[src/rtl/unibus_insync.sv]
// Unibus input front end. Brings the raw transceiver-side Unibus lines into the
// CLOCK domain, deglitches the slow power/init lines, produces deskewed MSYN/SSYN
// strobes that only assert once the multiplexed A/C/D lines have settled, and
// keeps a saturating count of runt MSYN pulses for diagnostics.
module unibus_insync #(
    parameter int unsigned SYNC_STAGES = 2,   // flops per raw input, must be >= 2
    parameter int unsigned DESKEW      = 15,  // cycles a strobe must stay high before del_*
    parameter int unsigned FILT        = 4    // identical samples before a filtered line moves
) (
    input  logic        CLOCK,
    input  logic        RESET_N,

    input  logic [17:0] bus_a_h,
    input  logic [1:0]  bus_c_h,
    input  logic [15:0] bus_d_h,
    input  logic        bus_msyn_h,
    input  logic        bus_ssyn_h,
    input  logic        bus_bbsy_h,
    input  logic        bus_sack_h,
    input  logic        bus_hltrq_h,
    input  logic        bus_npg_l,
    input  logic        bus_hltgr_l,
    input  logic        bus_init_h,
    input  logic        bus_aclo_h,
    input  logic        bus_dclo_h,

    output logic [17:0] a_in_h,
    output logic [1:0]  c_in_h,
    output logic [15:0] d_in_h,
    output logic        syn_msyn_in_h,
    output logic        syn_ssyn_in_h,
    output logic        del_msyn_in_h,
    output logic        del_ssyn_in_h,
    output logic        bbsy_in_h,
    output logic        sack_in_h,
    output logic        hltrq_in_h,
    output logic        npg_in_l,
    output logic        hltgr_in_l,
    output logic        init_in_h,
    output logic        ac_lo_in_h,
    output logic        dc_lo_in_h,

    output logic [15:0] runtcnt,
    input  logic        runtclr
);

    // Lines whose synchronizer stages reset to 0, and lines whose stages reset to 1.
    localparam int unsigned ZW = 41;
    localparam int unsigned OW = 5;

    localparam int unsigned CW = (DESKEW > 0) ? $clog2(DESKEW + 1) : 1;
    localparam int unsigned FW = (FILT > 1) ? $clog2(FILT + 1) : 1;
    localparam logic [CW-1:0] DeskewMax = CW'(DESKEW);
    localparam logic [FW-1:0] FiltLast  = FW'(FILT - 1);

    // Glitch filter states
    localparam logic [0:0] StStable = 1'b0;
    localparam logic [0:0] StCount  = 1'b1;

    // ------------------------------------------------------------------
    // Synchronizers
    // ------------------------------------------------------------------
    logic [ZW-1:0] zraw;
    logic [OW-1:0] oraw;
    logic [ZW-1:0] zsync_q [SYNC_STAGES];
    logic [OW-1:0] osync_q [SYNC_STAGES];
    logic [ZW-1:0] zsync;
    logic [OW-1:0] osync;

    assign zraw = {bus_a_h, bus_c_h, bus_d_h,
                   bus_msyn_h, bus_ssyn_h, bus_bbsy_h, bus_sack_h, bus_hltrq_h};
    // Active-low grants and the init/power-low lines idle high through reset, so the
    // filters start from "asserted" and only release once real bus levels arrive.
    assign oraw = {bus_npg_l, bus_hltgr_l, bus_init_h, bus_aclo_h, bus_dclo_h};

    // Shift every raw line through SYNC_STAGES flops.
    always_ff @(posedge CLOCK or negedge RESET_N) begin
        if (!RESET_N) begin
            for (int unsigned i = 0; i < SYNC_STAGES; i++) begin
                zsync_q[i] <= '0;
                osync_q[i] <= '1;
            end
        end else begin
            zsync_q[0] <= zraw;
            osync_q[0] <= oraw;
            for (int unsigned i = 1; i < SYNC_STAGES; i++) begin
                zsync_q[i] <= zsync_q[i-1];
                osync_q[i] <= osync_q[i-1];
            end
        end
    end

    assign zsync = zsync_q[SYNC_STAGES-1];
    assign osync = osync_q[SYNC_STAGES-1];

    // A/C/D are not coherent cycle by cycle; consumers qualify them with del_*.
    assign a_in_h        = zsync[40:23];
    assign c_in_h        = zsync[22:21];
    assign d_in_h        = zsync[20:5];
    assign syn_msyn_in_h = zsync[4];
    assign syn_ssyn_in_h = zsync[3];
    assign bbsy_in_h     = zsync[2];
    assign sack_in_h     = zsync[1];
    assign hltrq_in_h    = zsync[0];
    assign npg_in_l      = osync[4];
    assign hltgr_in_l    = osync[3];

    // ------------------------------------------------------------------
    // Deskew: index 0 is MSYN, index 1 is SSYN; the two paths are independent.
    // ------------------------------------------------------------------
    logic [1:0]    strb;
    logic [CW-1:0] dsk_cnt_q [2];
    logic [CW-1:0] dsk_cnt_d [2];
    logic [1:0]    del_q;
    logic [1:0]    del_d;

    assign strb = {syn_ssyn_in_h, syn_msyn_in_h};

    // Count continuous high time, saturating at DESKEW; drop del as soon as syn drops.
    always_comb begin
        for (int i = 0; i < 2; i++) begin
            dsk_cnt_d[i] = dsk_cnt_q[i];
            del_d[i]     = strb[i] && (dsk_cnt_q[i] == DeskewMax);
            if (!strb[i]) begin
                dsk_cnt_d[i] = '0;
            end else if (dsk_cnt_q[i] != DeskewMax) begin
                dsk_cnt_d[i] = dsk_cnt_q[i] + 1'b1;
            end
        end
    end

    // Deskew counter and del strobe registers.
    always_ff @(posedge CLOCK or negedge RESET_N) begin
        if (!RESET_N) begin
            dsk_cnt_q[0] <= '0;
            dsk_cnt_q[1] <= '0;
            del_q        <= '0;
        end else begin
            dsk_cnt_q[0] <= dsk_cnt_d[0];
            dsk_cnt_q[1] <= dsk_cnt_d[1];
            del_q        <= del_d;
        end
    end

    assign del_msyn_in_h = del_q[0];
    assign del_ssyn_in_h = del_q[1];

    // ------------------------------------------------------------------
    // Runt MSYN counter
    // ------------------------------------------------------------------
    logic        msyn_prev_q;
    logic        runt;
    logic [15:0] runtcnt_q;
    logic [15:0] runtcnt_d;

    // A fall of syn_msyn is a runt when del_msyn never came up for that pulse; del_q
    // still reflects the last high cycle here, since it is one cycle behind syn.
    assign runt = msyn_prev_q && !syn_msyn_in_h && !del_q[0];

    // Saturating increment; a clear wins over a coincident runt.
    always_comb begin
        runtcnt_d = runtcnt_q;
        if (runtclr) begin
            runtcnt_d = '0;
        end else if (runt && (runtcnt_q != 16'hFFFF)) begin
            runtcnt_d = runtcnt_q + 16'd1;
        end
    end

    // Edge-detect history and runt count registers.
    always_ff @(posedge CLOCK or negedge RESET_N) begin
        if (!RESET_N) begin
            msyn_prev_q <= 1'b0;
            runtcnt_q   <= '0;
        end else begin
            msyn_prev_q <= syn_msyn_in_h;
            runtcnt_q   <= runtcnt_d;
        end
    end

    assign runtcnt = runtcnt_q;

    // ------------------------------------------------------------------
    // Glitch filters: index 2 INIT, 1 ACLO, 0 DCLO.
    // ------------------------------------------------------------------
    logic [2:0]    ctl_sync;
    logic [0:0]    flt_st_q  [3];
    logic [0:0]    flt_st_d  [3];
    logic [FW-1:0] flt_cnt_q [3];
    logic [FW-1:0] flt_cnt_d [3];
    logic [2:0]    flt_out_q;
    logic [2:0]    flt_out_d;

    assign ctl_sync = osync[2:0];

    // Move the output only after FILT consecutive samples disagree with it.
    always_comb begin
        flt_out_d = flt_out_q;
        for (int i = 0; i < 3; i++) begin
            flt_st_d[i]  = flt_st_q[i];
            flt_cnt_d[i] = flt_cnt_q[i];
            case (flt_st_q[i])
                StStable: begin
                    if (ctl_sync[i] != flt_out_q[i]) begin
                        if (FiltLast == '0) begin
                            flt_out_d[i] = ctl_sync[i];
                        end else begin
                            flt_cnt_d[i] = FW'(1);
                            flt_st_d[i]  = StCount;
                        end
                    end
                end
                StCount: begin
                    if (ctl_sync[i] == flt_out_q[i]) begin
                        flt_cnt_d[i] = '0;
                        flt_st_d[i]  = StStable;
                    end else if (flt_cnt_q[i] == FiltLast) begin
                        flt_out_d[i] = ctl_sync[i];
                        flt_cnt_d[i] = '0;
                        flt_st_d[i]  = StStable;
                    end else begin
                        flt_cnt_d[i] = flt_cnt_q[i] + 1'b1;
                    end
                end
                default: begin
                    flt_cnt_d[i] = '0;
                    flt_st_d[i]  = StStable;
                end
            endcase
        end
    end

    // Filter state, counters and outputs; outputs come out of reset asserted.
    always_ff @(posedge CLOCK or negedge RESET_N) begin
        if (!RESET_N) begin
            for (int i = 0; i < 3; i++) begin
                flt_st_q[i]  <= StStable;
                flt_cnt_q[i] <= '0;
            end
            flt_out_q <= 3'b111;
        end else begin
            for (int i = 0; i < 3; i++) begin
                flt_st_q[i]  <= flt_st_d[i];
                flt_cnt_q[i] <= flt_cnt_d[i];
            end
            flt_out_q <= flt_out_d;
        end
    end

    assign init_in_h  = flt_out_q[2];
    assign ac_lo_in_h = flt_out_q[1];
    assign dc_lo_in_h = flt_out_q[0];

endmodule
[config.mk]
export PLATFORM = sky130hd
export DESIGN_NAME = unibus_insync
export DESIGN_NICKNAME = d
export VERILOG_FILES = /design/src/rtl/unibus_insync.sv
export SDC_FILE = /design/constraint.sdc
export NUM_CORES = 1
export LEC_CHECK = 0
export CAP_MARGIN = 5
export CORE_MARGIN = 4
export CORE_UTILIZATION = 46
export CTS_BUF_LIST = sky130_fd_sc_hd__clkbuf_2 sky130_fd_sc_hd__clkbuf_4 sky130_fd_sc_hd__clkbuf_8
export CTS_CLUSTER_DIAMETER = 200
export DETAILED_ROUTE_END_ITERATION = 10
export PLACE_DENSITY_LB_ADDON = 0.05
export SYNTH_ARGS = -nofsm -noshare
export SYNTH_HDL_FRONTEND = slang
export SYNTH_SLANG_ARGS = --single-unit
[constraint.sdc]
create_clock -name CLOCK -period 2.4 [get_ports CLOCK]
set_input_delay 0.36 -clock CLOCK [delete_from_list [all_inputs] [get_ports CLOCK]]
set_output_delay 0.36 -clock CLOCK [all_outputs]
set_load 0.05 [all_outputs]
Yosys cells after proc, flatten, opt, wreduce, memory -nomap -nowiden
Cells that the tools add are included.

operators by class
  $add $sub $neg = 6
  equality and inequality tests = 19
  muxes and demuxes = 30
  bitwise gates (word level) = 6
  reduce and logical (&&, ||, !) cells = 11

operators with widths
  kind                     count
  $mux W16                 2
  $mux W3                  9
  $pmux W3 S2              3
  $add A16 B1 Y16 const B  1
  $mux W4                  4
  $ne A16 B16 Y1 const B   1
  $add A3 B1 Y3 const B    3
  $eq A3 B2 Y1 const B     3
  $mux W1                  9
  $reduce_and A3 Y1        3
  $add A4 B1 Y4 const B    2
  $eq A4 B4 Y1 const B     2
  $ne A4 B4 Y1 const B     2
  $ne A2 B2 Y1 const B     3
  $not A1 Y1               6
  $pmux W1 S2              3
  $logic_and A1 B1 Y1      5
  $ne A2 B1 Y1 const B     2
  $eq A1 B1 Y1             3
  $ne A1 B1 Y1             3
  $logic_not A1 Y1         2
  $reduce_bool A2 Y1       1

word-level totals
  register bits = 134
  logic and storage cells = 90

Longest topological paths before layout
Gate-level depths: netlist of the first run.

  depth in word-level cells = 6
  mapped depth = 6

Worst setup path after synthesis of the first run
No wires, ideal clock.

  path kind = reg-to-reg
  start = register zsync_q, in the netlist zsync[4]
  end = register runtcnt_q[9], in the netlist runtcnt[9]
  arrival time = 2,394 ps
  slack = -72 ps
  cell stages (with the launch flop) = 7
  path buffers = 2
  clock period less this slack = 2,472 ps
  cells stage by stage = dfrtp_1 > or3b_1 > clkbuf_2 > or4_1 > buf_2 > or4_1 > a21oi_1

on the way
  word-level cells in the longest chain between the ends = 5

RTL lines
  element                           RTL line  RTL
  start: declaration                65        logic [ZW-1:0] zsync_q [SYNC_STAGES];
  start signal: indexed assignment  87        zsync_q[i] <= zsync_q[i-1];
  $logic_not A1 Y1                  158       assign runt = msyn_prev_q && !syn_msyn_in_h && !del_q[0];
  $logic_and A1 B1 Y1 (2 in a row)  158
  $logic_and A1 B1 Y1               165       end else if (runt && (runtcnt_q != 16'hFFFF)) begin
  $reduce_bool A2 Y1 (no line)      -
  end signal: assignment            177       runtcnt_q <= runtcnt_d;
  end: declaration                  153       logic [15:0] runtcnt_q;

No other way between the ends.
A chain may end at the register's enable or synchronous reset.

Worst setup path in the final report of the first run
Same ends and word-level chain as after synthesis.

==> results.py, run 1 <==
metrics = {
    "run_status": {
        "status": "completed",
    },
    "clocking": {
        "clock-sinks": 134,
        "max-clock-path-buffers": 2,
        "clkTransAtPathRegs_ns": 0.07,
        "clock-root-buffer": "clkbuf_8",
        "clk_latency_ns": 0.42,
        "postCtsSetupBuffers": 0,
        "h-tree-depth": 4,
        "cts_tree": "built",
        "numCtsBuffers": 17,
    },
    "die": {
        "initial_utilization_pct": 47.2,
        "ios": 113,
        "die_h_um": 108,
        "fp.dieW_um": 108,
        "coreArea_um2": 9770,
        "die_area_um2": 11700,
        "rows": 36,
    },
    "yosys": {
        "syn_area_um2": 4610,
        "yosysUniqueCellTypes": 38,
        "synth_edf_count": 0,
        "synth_seq_cells": 134,
        "synth-seq-area-share_pct": 73.1,
        "syn_nets": 386,
        "yosysWarnings": 0,
        "syn_inst": 331,
        "synthFlopType": "dfrtp_1",
        "synth-async-reset-ratio_pct": 100,
        "avgSynthCellArea_um2": 13.9,
    },
    "route": {
        "first_pass_iters": 4,
        "drt.antenna.violating_nets": 0,
        "wl_per_cell_um": 14.7,
        "drt_iter0_drc": 78,
        "vias": 2740,
        "drc": 0,
        "vias_per_cell": 4.79,
        "drt_wl_total_mm": 8.41,
    },
    "placement": {
        "gp_congestion": 0.802,
        "hpwl_mm": 5.99,
        "dp_slack_ns": 0.170,
        "port_buffers": 112,
    },
    "cells_and_area": {
        "final_nets": 481,
        "multiInputGateArea_um2": 931,
        "regArea_um2": 3370,
        "num_antenna_cells": 0,
        "fin_util_pct": 62.5,
        "num-fill-cells": 796,
        "drive_above_1_share_pct": 13.9,
        "area_delta_synth_final_pct": 32.5,
    },
    "worst_setup_path": {
        "cp.required_ns": 2.75,
        "timing.rr.start": "zsync[4]$_DFF_PN0_",
        "worst_setup_path_end_kind": "register",
        "critPathArrivalTime_ns": 2.56,
        "crit_start": "zsync[4]$_DFF_PN0_",
        "start_kind": "register",
        "regToRegSetupSlack_ns": 0.19,
        "crit_path_max_fanout": 8,
        "reg2reg_depth": 4,
        "worstSetupPathType": "reg2reg",
        "crit_end": "runtcnt[9]$_DFFE_PN0P_",
        "rr_endpoint": "runtcnt[9]$_DFFE_PN0P_",
    },
    "worst_hold_path": {
        "hold_class": "in2reg",
        "holdPathStages": 1,
    },
    "sta": {
        "relSlewSlack_pct": 63.0,
        "setup_viol": 0,
        "tightest_slew_ns": 0.553,
        "hold_viol": 0,
        "fin_crit_ns": 2.21,
        "fin_crit_sh_pct": 92.3,
        "max_freq_mhz": 452,
        "setup_slack_ns": 0.185,
        "report.final.slew_viol_count": 0,
        "finalClockSkew_ns": 0.00611,
        "tns_ns": 0,
        "rsz0062_at_grt": "no",
    },
    "grt": {
        "grt_pass1_wl_mm": 14.0,
        "grt_antenna_before_repair": 0,
        "use_met2_pct": 25.4,
        "grt.met1_usage_pct": 19.4,
        "grt_max_degree": 60,
        "met3_usage_pct": 6.51,
        "grt_most_used_layer": "met2",
        "grt_overflow": 0,
        "grt_use_total_pct": 15.8,
        "grt_pass1_vias": 2858,
    },
    "pwr": {
        "clkPwrFrac_pct": 36.5,
        "power_switching_mw": 1.40,
        "swShare_pct": 26.3,
        "seqPwrFrac_pct": 48.6,
        "peakVddDrop_uv": 496,
        "total_leakage_power_nw": 2.56,
        "total_power_mw": 5.31,
        "combinationalPowerShare_pct": 14.9,
        "power_density_nw_per_um2": 869,
        "p_int_mw": 3.92,
    },
    "run": {
        "drv_cap": 0,
    },
}
## layout by cell type (no fill, tap or decap), types with 3 or more instances in the layout
| master | count |
|---|---|
| clkinv_4 | 3 |
| inv_1 | 5 |
| and2_1 | 4 |
| and4_1 | 3 |
| nor3_1 | 5 |
| clkdlybuf4s50_1 | 111 |
| dfrtp_1 | 119 |
| or4_1 | 9 |
| mux2_2 | 5 |
| nand3_1 | 7 |
| nand4_1 | 4 |
| nor2b_1 | 4 |
| o21ai_0 | 18 |
| nor2_1 | 8 |
| bufinv_16 | 3 |
| clkbuf_8 | 20 |
| xor2_1 | 3 |
| nand2_1 | 22 |
| clkinvlp_4 | 3 |
| buf_4 | 5 |
| o21a_1 | 5 |
| o31ai_1 | 7 |
| a21oi_1 | 14 |
| nand2b_1 | 5 |
| ha_1 | 6 |
| or3_1 | 3 |
| dfstp_2 | 13 |
## kinds of logic (layout without fill, tap and decap cells)
| kind of cell | Yosys count | after routing | synth area share (%) |
|---|---|---|---|
| flip-flops | 134 | 134 | 73.1 |
| AND/OR/NAND/NOR | 85 | 85 | 10.3 |
| AO/OA/AOI/OAI | 50 | 50 | 6.38 |
| buffers and inverters | 48 | 156 | 6.89 |
| adder cells (fa/ha/maj) | 6 | 6 | 1.63 |
| multiplexers | 5 | 5 | 1.22 |
| XOR/XNOR | 3 | 3 | 0.570 |
## critical path, cell delays in order (launching register included)
cell	delay (ns)
dfrtp_2	0.45
or3b_1	0.41
or4_1	0.63
or4_1	0.50
a21oi_1	0.15
## power by group through the flow
stage               clock, mW  sequential, mW  combinational [mW]
finish                   1.94            2.58               0.790
global route             2.11            2.60               0.857
CTS                      2.01            2.58               0.805
detailed placement          0            2.62               0.800
global placement            0            2.61               0.774
floorplan                   0            2.72               0.409
## worst min path at each step
stage,from,to
final,bus_init_h,osync_q[7]$_DFF_PN1_
after global routing,bus_npg_l,osync_q[9]$_DFF_PN1_
after CTS,bus_init_h,osync_q[7]$_DFF_PN1_
after detailed placement,zsync_q[45]$_DFF_PN0_,zsync[4]$_DFF_PN0_
after global placement,RESET_N,zsync[35]$_DFF_PN0_
after floorplan,RESET_N,del_q[0]$_DFF_PN0_
## sequential cells by signal, indices dropped and copies added, names as in the netlist
name,cells
del_q,2
dsk_cnt_q,8
flt_cnt_q,9
flt_out_q,3
flt_st_q,3
msyn_prev_q,1
osync,5
osync_q,5
runtcnt,16
zsync,41
zsync_q,41
## through the flow
step | std cells | instance area, um^2 | hold WS (ns)
after floorplan | 331 | 4610 | 0.0644
after global routing | 572 | 6110 | 0.304
final | 572 | 6110 | 0.346
after global placement | 539 | 5670 | 0.326
after detailed placement | 539 | 5670 | 0.335
after CTS | 572 | 6110 | 0.303
## cells in the mapped netlist (2+ instances only)
| master | number | area share, % |
|---|---|---|
| nand2b_1 | 5 | 0.68 |
| ha_1 | 6 | 1.6 |
| o31ai_1 | 7 | 1.1 |
| nand4b_1 | 2 | 0.38 |
| clkbuf_1 | 4 | 0.33 |
| or4_1 | 9 | 1.5 |
| nor2_1 | 8 | 0.65 |
| inv_1 | 5 | 0.41 |
| buf_4 | 36 | 5.9 |
| o21a_1 | 5 | 0.81 |
| a21oi_1 | 14 | 1.5 |
| dfstp_2 | 13 | 7.4 |
| a211oi_1 | 2 | 0.33 |
| and2_1 | 4 | 0.54 |
| and4_1 | 3 | 0.57 |
| a31oi_1 | 2 | 0.27 |
| o21ai_0 | 18 | 2.0 |
| mux2_2 | 5 | 1.2 |
| nand3_1 | 7 | 0.76 |
| nor2b_1 | 4 | 0.54 |
| xor2_1 | 3 | 0.57 |
| nor3_1 | 5 | 0.54 |
| nand2_1 | 22 | 1.8 |
| nor4_1 | 3 | 0.41 |
| dfrtp_1 | 121 | 66 |
| nand4_1 | 4 | 0.54 |
| or3_1 | 3 | 0.41 |
## layout make-up
cell class / count / area share, %
Tap cell: 133 / 2.72
Inverter: 5 / 0.307
Sequential cell: 134 / 55.2
Clock inverter: 11 / 2.44
Clock buffer: 21 / 4.63
Multi-Input combinational cell: 149 / 15.2
Timing Repair Buffer: 119 / 19.5
## per-layer routing
metal	share of wire (%)	up-vias
li1	-	1299
met1	41	1362
met2	50	71
met3	7.3	8
met4	1.2	0
met5	0	-
## timing repair
action,CTS,global route
hold buffers,1,0
hold endpoints to repair,46,0
gates resized for setup,0,0
Power figures use the tool's default switching activity.
==> run 2, diff against run 1 <==
--- a/config.mk
+++ b/config.mk
@@ -6,6 +6,7 @@
 export NUM_CORES = 1
 export LEC_CHECK = 0
 export CAP_MARGIN = 5
+export CORE_ASPECT_RATIO = 1.5
 export CORE_MARGIN = 4
 export CORE_UTILIZATION = 46
 export CTS_BUF_LIST = sky130_fd_sc_hd__clkbuf_2 sky130_fd_sc_hd__clkbuf_4 sky130_fd_sc_hd__clkbuf_8
==> results.py, run 2 (synthesis gave the netlist of run 1 again) <==
metrics = {
    "run_status": {
        "status": "completed",
    },
    "sta": {
        "max_freq_mhz": 460,
        "fin_crit_sh_pct": 90.5,
        "setup_viol": 0,
        "tightest_slew_ns": 0.544,
        "relSlewSlack_pct": 63.6,
        "report.final.slew_viol_count": 0,
        "setup_slack_ns": 0.228,
        "finalClockSkew_ns": 0.00967,
        "rsz0062_at_grt": "no",
        "tns_ns": 0,
        "hold_viol": 0,
        "fin_crit_ns": 2.17,
        "holdWs_ns": 0.337,
    },
    "placement": {
        "dp_slack_ns": 0.233,
        "gp_congestion": 0.772,
        "placed_cell_area_um2": 5680,
        "dp.cells": 525,
        "hpwl_mm": 6.03,
        "port_buffers": 112,
    },
    "die": {
        "die_area_um2": 11700,
        "coreArea_um2": 9740,
        "die_h_um": 131,
        "ios": 113,
        "fp.dieW_um": 89.8,
        "initial_utilization_pct": 47.3,
        "rows": 44,
    },
    "pwr": {
        "p_int_mw": 3.93,
        "swShare_pct": 27.0,
        "power_density_nw_per_um2": 880,
        "clkPwrFrac_pct": 37.3,
        "power_switching_mw": 1.45,
        "peakVddDrop_uv": 392,
        "combinationalPowerShare_pct": 14.8,
        "seqPwrFrac_pct": 47.9,
        "total_leakage_power_nw": 2.57,
        "total_power_mw": 5.39,
    },
    "worst_setup_path": {
        "crit_start": "zsync[4]$_DFF_PN0_",
        "start_kind": "register",
        "cp.required_ns": 2.71,
        "worst_setup_path_end_kind": "register",
        "regToRegSetupSlack_ns": 0.23,
        "timing.rr.start": "zsync[4]$_DFF_PN0_",
        "crit_path_max_fanout": 7,
        "worstSetupPathType": "reg2reg",
        "rr_endpoint": "runtcnt[13]$_DFFE_PN0P_",
        "reg2reg_depth": 4,
        "critPathArrivalTime_ns": 2.48,
    },
    "worst_hold_path": {
        "holdPathStages": 1,
        "hold_class": "in2reg",
        "hold_start": "bus_hltgr_l",
        "hold_path_end": "osync_q[8]$_DFF_PN1_",
    },
    "grt": {
        "grt_antenna_before_repair": 0,
        "grt_max_degree": 50,
        "grt_use_total_pct": 15.9,
        "grt_pass1_wl_mm": 14.2,
        "grt_overflow": 0,
        "grt_pass1_vias": 2808,
    },
    "run": {
        "drv_cap": 0,
    },
    "route": {
        "dr_wl_met2_mm": 4.73,
        "vias_per_cell": 4.94,
        "drt.antenna.violating_nets": 0,
        "drt_wl_total_mm": 8.64,
        "drc": 0,
        "wl_per_cell_um": 15.5,
        "vias": 2752,
        "first_pass_iters": 4,
        "dr.max_layer_used": "met4",
        "drt_iter0_drc": 101,
        "dr_wl_met3_um": 443,
        "m1WireLength_mm": 3.34,
    },
    "cells_and_area": {
        "final_common_cell": "dfrtp_1",
        "regArea_um2": 3370,
        "num_antenna_cells": 0,
        "multiInputGateArea_um2": 931,
        "final_nets": 485,
        "layout_common_cells": "dfrtp_1 (119), clkdlybuf4s50_1 (111), nand2_1 (22)",
        "area_delta_synth_final_pct": 32.7,
        "fin_cells": 557,
        "fin_util_pct": 62.8,
        "drive_above_1_share_pct": 14.5,
        "final_area_um2": 6120,
        "num-fill-cells": 742,
    },
    "clocking": {
        "ctsHoldBuffers": 1,
        "clk_latency_ns": 0.43,
        "numCtsBuffers": 17,
        "postCtsSetupBuffers": 0,
        "h-tree-depth": 4,
        "clock-root-buffer": "clkbuf_8",
        "cts-resized-gates": 0,
        "clkTransAtPathRegs_ns": 0.07,
        "clock-sinks": 134,
        "max-clock-path-buffers": 2,
        "cts_tree": "built",
    },
}
## run 2: changes by cell type in the layout (fill, tap and decap cells not counted), sizes merged
| cell | change |
|---|---|
| clkinv | -1 |
| clkbuf | -4 |
| inv | +3 |
| buf | +4 |
| bufinv | +1 |
## run 2: cell type report
class                   instances  share of cell area, %
clock inverters                14                   3.27
inverters                       5                  0.307
well taps                     115                   2.35
multi-input cells             149                   15.2
repair buffers                123                   19.9
flip-flops and latches        134                   55.1
clock buffers                  17                   3.82
## run 2: worst max-delay path by stage
stage,endpoint,slack [ns],depth (start not counted)
finish,runtcnt[13]$_DFFE_PN0P_,0.23,4
CTS,dc_lo_in_h,0.21,1
floorplan,runtcnt[2]$_DFFE_PN0P_,0.007,6
global placement,runtcnt[9]$_DFFE_PN0P_,0.27,4
detailed placement,runtcnt[9]$_DFFE_PN0P_,0.23,4
global route,runtcnt[13]$_DFFE_PN0P_,0.08,4
## run 2: power groups by stage
stage / Sequential [mW] / Clock [mW] / Combinational [mW]
2_1_floorplan: 2.72 / 0 / 0.409
3_3_place_gp: 2.61 / 0 / 0.782
3_5_place_dp: 2.62 / 0 / 0.801
4_1_cts: 2.58 / 2.08 / 0.818
5_1_grt: 2.60 / 2.17 / 0.865
6_report: 2.58 / 2.01 / 0.800
## run 2: per-layer routing
metal  global-route usage [%]  vias to the layer above
met5                        0                        -
met4                     8.21                        0
met3                     5.38                       12
met2                     27.6                       73
met1                     17.7                     1366
li1                         -                     1301
## run 2: worst max-delay path, stage by stage (launching register included)
cell and delay, ns:
dfrtp_2 0.40, or3b_1 0.41, or4_1 0.64, nor4_1 0.25, mux2_2 0.37
==> run 3, diff against run 2 <==
--- a/config.mk
+++ b/config.mk
@@ -16,3 +16,4 @@
 export SYNTH_ARGS = -nofsm -noshare
 export SYNTH_HDL_FRONTEND = slang
 export SYNTH_SLANG_ARGS = --single-unit
+export TNS_END_PERCENT = 50
==> results of run 3 <==
Final layout, timing and power as in run 2 (identical DEF).
